--- config.mk ---
export PLATFORM = sky130hd
export DESIGN_NAME = spi_master_multi
export DESIGN_NICKNAME = d
export VERILOG_FILES = /design/src/rtl/spi_pkg.sv /design/src/rtl/spi_clk_div.sv /design/src/rtl/spi_master_multi.sv
export SDC_FILE = /design/constraint.sdc
export NUM_CORES = 1
export LEC_CHECK = 0
export BUFFER_PORTS_ARGS = -buffer_cell sky130_fd_sc_hd__buf_4
export CAP_MARGIN = 10
export CORE_ASPECT_RATIO = 1.1
export CORE_MARGIN = 2
export CORE_UTILIZATION = 55
export CTS_BUF_LIST = sky130_fd_sc_hd__clkbuf_16
export DETAILED_ROUTE_END_ITERATION = 8
export PLACE_DENSITY = 0.74
export SYNTH_ARGS = -nofsm -noshare
export SYNTH_HDL_FRONTEND = slang
export SYNTH_HIERARCHICAL = 1
export SYNTH_SLANG_ARGS = --single-unit
--- constraint.sdc ---
create_clock -name clk -period 6.27 [get_ports clk]
set_input_delay 0 -clock clk [delete_from_list [all_inputs] [get_ports clk]]
set_output_delay 0 -clock clk [all_outputs]
set_load 0.01 [all_outputs]
--- src/rtl/spi_pkg.sv ---
// Shared encodings for the multi-slave SPI master: FSM states and {cpol,cpha} mode constants.
package spi_pkg;

  typedef enum logic [1:0] {
    IDLE     = 2'd0,
    SETUP    = 2'd1,
    TRANSFER = 2'd2,
    HOLD     = 2'd3
  } spi_state_e;

  localparam logic [1:0] SPI_MODE0 = 2'b00;
  localparam logic [1:0] SPI_MODE1 = 2'b01;
  localparam logic [1:0] SPI_MODE2 = 2'b10;
  localparam logic [1:0] SPI_MODE3 = 2'b11;

endpackage

--- src/rtl/spi_clk_div.sv ---
// SCK half-period divider: free-runs while enabled and pulses tick on the last count.
module spi_clk_div #(
  parameter int CLK_DIV = 2
) (
  input  logic clk,
  input  logic reset,
  input  logic en,
  output logic tick
);

  localparam int CW = (CLK_DIV > 1) ? $clog2(CLK_DIV) : 1;
  localparam logic [CW-1:0] LAST = CW'(CLK_DIV - 1);

  logic [CW-1:0] cnt;

  assign tick = en && (cnt == LAST);

  // Held at zero while disabled so every phase starts with a full half-period.
  always_ff @(posedge clk or negedge reset) begin
    if (!reset)            cnt <= '0;
    else if (!en || tick)  cnt <= '0;
    else                   cnt <= cnt + 1'b1;
  end

endmodule

--- src/rtl/spi_master_multi.sv ---
// Parametrised SPI master: N chip selects, runtime CPOL/CPHA, one full-duplex word per start.
// Optional SPI_LSB_FIRST_EN adds a lsb_first input that reverses the shift order.
module spi_master_multi
  import spi_pkg::*;
#(
  parameter int DATA_W     = 8,
  parameter int NUM_SLAVES = 4,
  parameter int CLK_DIV    = 2,
  localparam int SS_W      = $clog2(NUM_SLAVES)
) (
  input  logic                  clk,
  input  logic                  reset,
  input  logic                  start,
  input  logic [SS_W-1:0]       SLAVE_SELECT,
  input  logic                  cpol,
  input  logic                  cpha,
`ifdef SPI_LSB_FIRST_EN
  input  logic                  lsb_first,
`endif
  input  logic [DATA_W-1:0]     tx_data,
  output logic [DATA_W-1:0]     rx_data,
  output logic                  busy,
  output logic                  done,
  output logic                  SCK,
  output logic                  MOSI,
  input  logic                  MISO,
  output logic [NUM_SLAVES-1:0] CS_n
);

  localparam int ECW = $clog2(2 * DATA_W);
  localparam int IW  = ECW - 1;
  localparam logic [ECW-1:0] LAST_EDGE = ECW'(2 * DATA_W - 1);
  localparam logic [IW-1:0]  MSB_IDX   = IW'(DATA_W - 1);
  localparam logic [SS_W:0]  NS        = (SS_W + 1)'(NUM_SLAVES);

  spi_state_e        state;
  logic              cpol_l, cpha_l, lsb_l;
  logic [DATA_W-1:0] tx_l, rx_sh;
  logic [ECW-1:0]    edge_cnt;
  logic              tick;
  logic              lsb_in;
  logic [IW-1:0]     bit_i;
  logic              leading;

`ifdef SPI_LSB_FIRST_EN
  assign lsb_in = lsb_first;
`else
  assign lsb_in = 1'b0;
`endif

  // Each data bit spans one leading + one trailing SCK edge.
  assign bit_i   = edge_cnt[ECW-1:1];
  assign leading = ~edge_cnt[0];

  function automatic logic [IW-1:0] bit_pos(input logic [IW-1:0] i, input logic lsb);
    return lsb ? i : (MSB_IDX - i);
  endfunction

  spi_clk_div #(.CLK_DIV(CLK_DIV)) u_div (
    .clk   (clk),
    .reset (reset),
    .en    (state != IDLE),
    .tick  (tick)
  );

  always_ff @(posedge clk or negedge reset) begin
    if (!reset) begin
      state    <= IDLE;
      CS_n     <= '1;
      SCK      <= 1'b0;
      MOSI     <= 1'b0;
      rx_data  <= '0;
      busy     <= 1'b0;
      done     <= 1'b0;
      cpol_l   <= 1'b0;
      cpha_l   <= 1'b0;
      lsb_l    <= 1'b0;
      tx_l     <= '0;
      rx_sh    <= '0;
      edge_cnt <= '0;
    end else begin
      done <= 1'b0;
      case (state)
        IDLE: begin
          SCK  <= cpol_l;
          CS_n <= '1;
          if (start && ({1'b0, SLAVE_SELECT} < NS)) begin
            state              <= SETUP;
            busy               <= 1'b1;
            cpol_l             <= cpol;
            cpha_l             <= cpha;
            lsb_l              <= lsb_in;
            tx_l               <= tx_data;
            rx_sh              <= '0;
            edge_cnt           <= '0;
            // SCK settles to the new idle level as CS asserts, before any data edge.
            SCK                <= cpol;
            MOSI               <= tx_data[bit_pos('0, lsb_in)];
            CS_n[SLAVE_SELECT] <= 1'b0;
          end
        end
        SETUP: begin
          if (tick) state <= TRANSFER;
        end
        TRANSFER: begin
          if (tick) begin
            SCK      <= ~SCK;
            edge_cnt <= edge_cnt + 1'b1;
            if (leading ^ cpha_l)
              rx_sh[bit_pos(bit_i, lsb_l)] <= MISO;
            else if (cpha_l)
              MOSI <= tx_l[bit_pos(bit_i, lsb_l)];
            else if (edge_cnt != LAST_EDGE)
              MOSI <= tx_l[bit_pos(bit_i + 1'b1, lsb_l)];
            if (edge_cnt == LAST_EDGE) state <= HOLD;
          end
        end
        HOLD: begin
          if (tick) begin
            CS_n    <= '1;
            rx_data <= rx_sh;
            done    <= 1'b1;
            busy    <= 1'b0;
            state   <= IDLE;
          end
        end
        default: state <= IDLE;
      endcase
    end
  end

endmodule

==> impl_metrics.yaml, run 1 <==
run_status:
  outcome: "finished clean"
timing:
  fin_skew_ps: 2.26
  hold_violations: 0
  rsz0062_at_grt: "no"
  tns_ps: 0
  fmax_mhz: 391
  post-route-period-util_pct: 40.8
  min_period_ps: 2560
  setup_violations: 0
  slew_violations: 0
  worstMarginPinSlew_ps: 809
  max-slew-margin-rel_pct: 46.1
  finalWorstSetupSlack_ps: 3710
place:
  place_area_um2: 2390
  pre_cts_ws_ps: 3760
  dp_hpwl_um: 3080
  place_congestion: 0.796
  portBuffers: 31
critical_path:
  path_buf_inv: 1
  slowest_stage: "ha_1"
  crit_path_cell_trace: "inv_1 > ha_1 > mux2i_1 > a21o_1 > or4_1 > o211ai_1 > nand2_1"
  path_max_fanout: 28
  critPathLaunchType: "register"
  critPathTopFamily: "adder cells"
  crit_required_ps: 6430
  endpoint_kind: "register"
  critPathKind: "register to register"
  crit_arrival_ps: 2720
  max_stage_delay_ps: 710
layout:
  areaGrowthSynthToFinish_pct: 25.2
  drive_above_1_share_pct: 26.6
  nNetsFinal: 267
  fin_area_um2: 2690
  fin_util_pct: 72.9
  n_antenna_cell: 0
global_routing:
  grt_pass1_wl_um: 7480
  track_usage_pct: 21.7
  antenna_found_initial: 0
  grt_pass1_vias: 1612
  grt-ovfl-total: 0
  grt_max_degree: 42
yosys:
  synth-seq-cells: 41
  synth_top_area_share_pct: 43.1
  syn-instance-count: 203
  yosysTopAreaCell: "dfrtp_1"
  ys_top_cells_by_count: "dfrtp_1, nand2_1, mux2_2"
  syn_nets: 227
  async_reset_ff_share_pct: 100
  synth.top_cells.by_area: "dfrtp_1, mux2_2, dfstp_2"
  synth_cell_type_count: 43
  yosysSeqAreaShare_pct: 48.0
  synth_edf_count: 0
  synth.most_common_cell: "dfrtp_1"
  yosysWarningCount: 6
  synth_area_um2: 2150
  synthFlopType: "dfrtp_1"
  syn_area_per_cell_um2: 10.6
floorplan:
  dieHeight_um: 69.5
  ioPinCount: 32
  fp.dieArea_um2: 4420
  start_util_pct: 58.3
  placementRows: 23
  die_width_um: 63.6
  coreArea_um2: 3680
drt:
  drc_errors: 0
  drtPass1Iterations: 4
  totalWireLength_um: 4420
  via_count: 1658
  ant_nets: 0
  wl_per_cell_um: 15.0
  dr.first_iter.drc_count: 74
  vias_per_cell: 5.64
cts:
  clock-sinks: 41
  clkLatencyLatePin_ps: 280
  numCtsBuffers: 5
  cts_tree: "yes"
  root_buffer: "clkbuf_16"
  h-tree-depth: 2
  clockBufferDepth: 2
  clkTransAtPathRegs_ps: 50
pwr:
  p_clk_share_pct: 22.5
  power_leakage_uw: 0.00126
  switching_share_pct: 36.1
  seq_power_share_pct: 35.8
  finalPower_uw: 1230
  p_int_uw: 789
  switchingPower_uw: 446
  p_per_area_nw_per_um2: 460
  peakVddDrop_mv: 0.293
  comb_power_share_pct: 41.6
flow_run:
  maxCapViolCount: 0
min_path:
  hold_path_class: "input port to register"
per-stage QoR:
stage,instances,hold slack (ps)
final,294,54.6
after global routing,294,84.2
after CTS,294,54.3
after detailed placement,273,6.23
after global placement,273,-1.91
after floorplan,203,-296
cell usage in the layout (no fill, tap or decap), drive strengths merged, types with 3 or more instances in the layout:
cell type     n
inv          13
a32o          4
o2bb2ai       3
ha            8
xor2          4
nand3         6
dlygate4sd3  13
nand2        22
nor2         12
nand2b        3
buf          31
dfstp         4
mux2         19
dfrtp        37
mux2i         9
o21ai        12
a21oi         5
clkbuf        5
o221ai        3
final timing paths:
check	from	endpoint	slack, ps	cells past startpoint
hold reg to reg	rx_sh[4]	rx_sh[4]	490	1
setup reg to reg	state[0]	rx_sh[7]	3710	7
min in group asynchronous	reset	rx_data[3]	230	2
hold / removal	SLAVE_SELECT[0]	CS_n[2]	50	3
max in group asynchronous	reset	CS_n[2]	5670	2
setup / recovery	state[0]	rx_sh[7]	3710	7
final cells by class:
class	instances	area [µm²]
clock buffer	5	125
clock inverter	3	37.5
tap	50	62.6
timing repair buffer	44	363
sequential	41	1030
fill	271	997
multi-input combinational	139	1020
inverter	12	45.0
flip-flops by register name, summed over array words and instances (netlist names):
| name | count |
|---|---|
| CS_n | 4 |
| MOSI | 1 |
| SCK | 1 |
| busy | 1 |
| cpha_l | 1 |
| cpol_l | 1 |
| done | 1 |
| edge_cnt | 4 |
| rx_data | 8 |
| rx_sh | 8 |
| state | 2 |
| tx_l | 8 |
| u_div/cnt | 1 |
cells by family (layout without fill, tap and decap cells):
logic type,after synthesis,after routing,share of synthesized area [%]
and+or+nand+nor,57,57,12.8
DFF,41,41,48.0
AOI/OAI and AO/OA,40,40,12.9
xor gates and xnor gates,5,5,2.04
adders and majority gates,8,8,4.66
muxes,29,29,15.2
buffers and inverters,23,64,4.31
power by group through the flow:
stage / clock (µW) / sequential [µW] / combinational, µW
4_1_cts: 284 / 442 / 513
2_1_floorplan: 0 / 429 / 375
3_3_place_gp: 0 / 438 / 485
6_report: 278 / 442 / 514
3_5_place_dp: 0 / 446 / 502
5_1_grt: 297 / 456 / 568
routing by layer:
layer | part of all wire (%) | track usage [%] | vias up
met5 | 0 | 0 | -
met2 | 51 | 36.5 | 41
li1 | - | - | 799
met3 | 4.0 | 6.01 | 8
met4 | 1.2 | 6.52 | 0
met1 | 43 | 27.1 | 810
worst register-to-register path, cell delays in order, from the launching register on:
cell      delay [ps]
dfrtp_1          400
inv_1            140
ha_1             710
mux2i_1          240
a21o_1           260
or4_1            510
o211ai_1         100
nand2_1           70
repair_timing:
| item | in CTS | in global routing |
|---|---|---|
| hold buffers | 13 | 0 |
| endpoints found under the hold margin | 51 | 0 |
| gates resized for setup | 0 | 0 |
| setup buffers | 0 | 0 |
Power figures use the tool's default switching activity.
==> run 2, diff against run 1 <==
==> constraint.sdc (replaced) <==
create_clock -name clk -period 2.5 [get_ports clk]
set_input_delay 0 -clock clk [delete_from_list [all_inputs] [get_ports clk]]
set_output_delay 0 -clock clk [all_outputs]
set_load 0.01 [all_outputs]
==> run 2 against run 1 <==
First-iteration DRC count down 12%. Highest routed layer unchanged. Critical endpoint unchanged. Register-to-register slack worse by 3500 ps. Sequential share of layout area down 0.23 points. Global-route usage up 1.8 points. Non-clock buffer count up 2. Sequential power up 150%. Cell count up 0.68%.
==> impl_metrics.yaml, run 2 (same netlist as run 1, synthesis figures left out) <==
pwr:
  peakVddDrop_mv: 0.765
  finalPower_uw: 3140
  power_leakage_uw: 0.00128
  p_per_area_nw_per_um2: 1160
layout:
  final_cell_mix: "dfrtp_1, buf_4, nand2_1"
  fin_area_um2: 2700
  layout.cells.non_filler: 296
  drive_above_1_share_pct: 27.6
  n_antenna_cell: 0
  areaGrowthSynthToFinish_pct: 25.9
  reg_top3: "rx_data x8, rx_sh x8, tx_l x8"
  final_common_cell: "dfrtp_1"
  nNetsFinal: 269
timing:
  worstMarginPinSlew_ps: 579
  hold_violations: 0
  min_period_ps: 2330
  fin_skew_ps: 7.73
  setup_violations: 0
  post-route-period-util_pct: 93.3
  rsz0062_at_grt: "no"
  whs_ps: 54.8
  slew_violations: 0
  tns_ps: 0
  max-slew-margin-rel_pct: 61.3
  fmax_mhz: 429
drt:
  dr.first_iter.drc_count: 65
  vias_per_cell: 5.57
  wl_per_cell_um: 15.1
  via_count: 1648
  drtPass1Iterations: 4
  totalWireLength_um: 4470
  drc_errors: 0
  ant_nets: 0
critical_path:
  path_max_fanout: 9
  timing.rr.start: "state[0]"
  endpoint_kind: "register"
  r2r_cells: 9
  startpoint: "state[0]"
  cp-endpoint: "rx_sh[7]"
  r2r-end: "rx_sh[7]"
  slowest_stage: "or4_1"
  critPathKind: "register to register"
  critPathLaunchType: "register"
  crit_arrival_ps: 2500
  crit_required_ps: 2660
  worst_path_most_repeated_cell: "inv_1"
  max_stage_delay_ps: 500
  crit_path_cell_trace: "inv_1 > ha_1 > inv_1 > and2_2 > inv_1 > a21o_1 > or4_1 > o211ai_1 > nand2_1"
  rrSetupSlack_ps: 170
place:
  portBuffers: 31
  dp_hpwl_um: 3050
  place_area_um2: 2410
  dp_cells: 275
  place_congestion: 0.788
cts:
  clkLatencyLatePin_ps: 290
  cts-resized-gates: 0
  cts_tree: "yes"
  clockBufferDepth: 2
  h-tree-depth: 2
  clock-sinks: 41
  clkTransAtPathRegs_ps: 60
  root_buffer: "clkbuf_16"
  numCtsBuffers: 5
  holdBufCountCts: 13
  postCtsSetupRepairBufs: 0
global_routing:
  antenna_found_initial: 0
  track_usage_pct: 23.5
  grt-ovfl-total: 0
  grt_pass1_wl_um: 8020
  grt_pass1_vias: 1694
  grt_max_degree: 42
floorplan:
  die_width_um: 63.6
  fp.dieArea_um2: 4420
  placementRows: 23
  dieHeight_um: 69.5
  ioPinCount: 32
  start_util_pct: 58.3
  coreArea_um2: 3680
flow_run:
  maxCapViolCount: 0
run_status:
  outcome: "finished clean"
min_path:
  hold_path_class: "input port to register"
==> run 2: cell count changes in the layout (fill, tap and decap cells not counted) <==
cell | before | now
buf_4 | 31 | 33
clkinv_1 | 1 | 0
clkinv_2 | 0 | 1
==> run 2: critical path: cells and delay by family, from the launching register on <==
family / cells / cell delay [ps]
simple gates: 3 / 840
flops: 1 / 370
buf+inv: 3 / 370
compound gates: 2 / 330
fa+ha+maj: 1 / 290
==> run 2: final cells by class <==
| class | count | area [µm²] |
|---|---|---|
| flip-flops and latches | 41 | 1030 |
| clock buffers | 5 | 125 |
| clock inverters | 3 | 38.8 |
| repair buffers | 46 | 378 |
| fillers | 278 | 981 |
| multi-input cells | 139 | 1020 |
| well taps | 50 | 62.6 |
| inverters | 12 | 45.0 |
==> run 2: metrics by stage <==
stage	util [%]	setup WS [ps]
4_1_cts	73.4	176
6_report	73.4	168
3_5_place_dp	65.4	188
2_1_floorplan	-	338
5_1_grt	73.4	4.84
3_3_place_gp	65.4	319
==> run 2: worst min path at each step <==
stage,start,end,slack [ps],depth (start not counted)
floorplan,reset,MOSI,-300,0
global placement,reset,rx_data[2],0.2,1
detailed placement,reset,rx_data[2],5,1
CTS,SLAVE_SELECT[0],CS_n[0],40,3
global route,SLAVE_SELECT[0],CS_n[0],70,3
finish,SLAVE_SELECT[0],CS_n[0],50,3
==> run 2: power by group <==
part | internal (µW) | leakage (µW) | switching, µW
Combinational | 621 | 0.000673 | 710
Sequential | 906 | 0.000519 | 197
Clock | 465 | 0.0000850 | 245
==> run 2: layer usage <==
metal  global-route usage, %  vias up  wire length [µm]
li1                        -      802                 -
met3                    5.52       10               198
met5                       0        -                 0
met4                    10.1        0               104
met1                    28.3      785              1810
met2                    40.0       51              2360
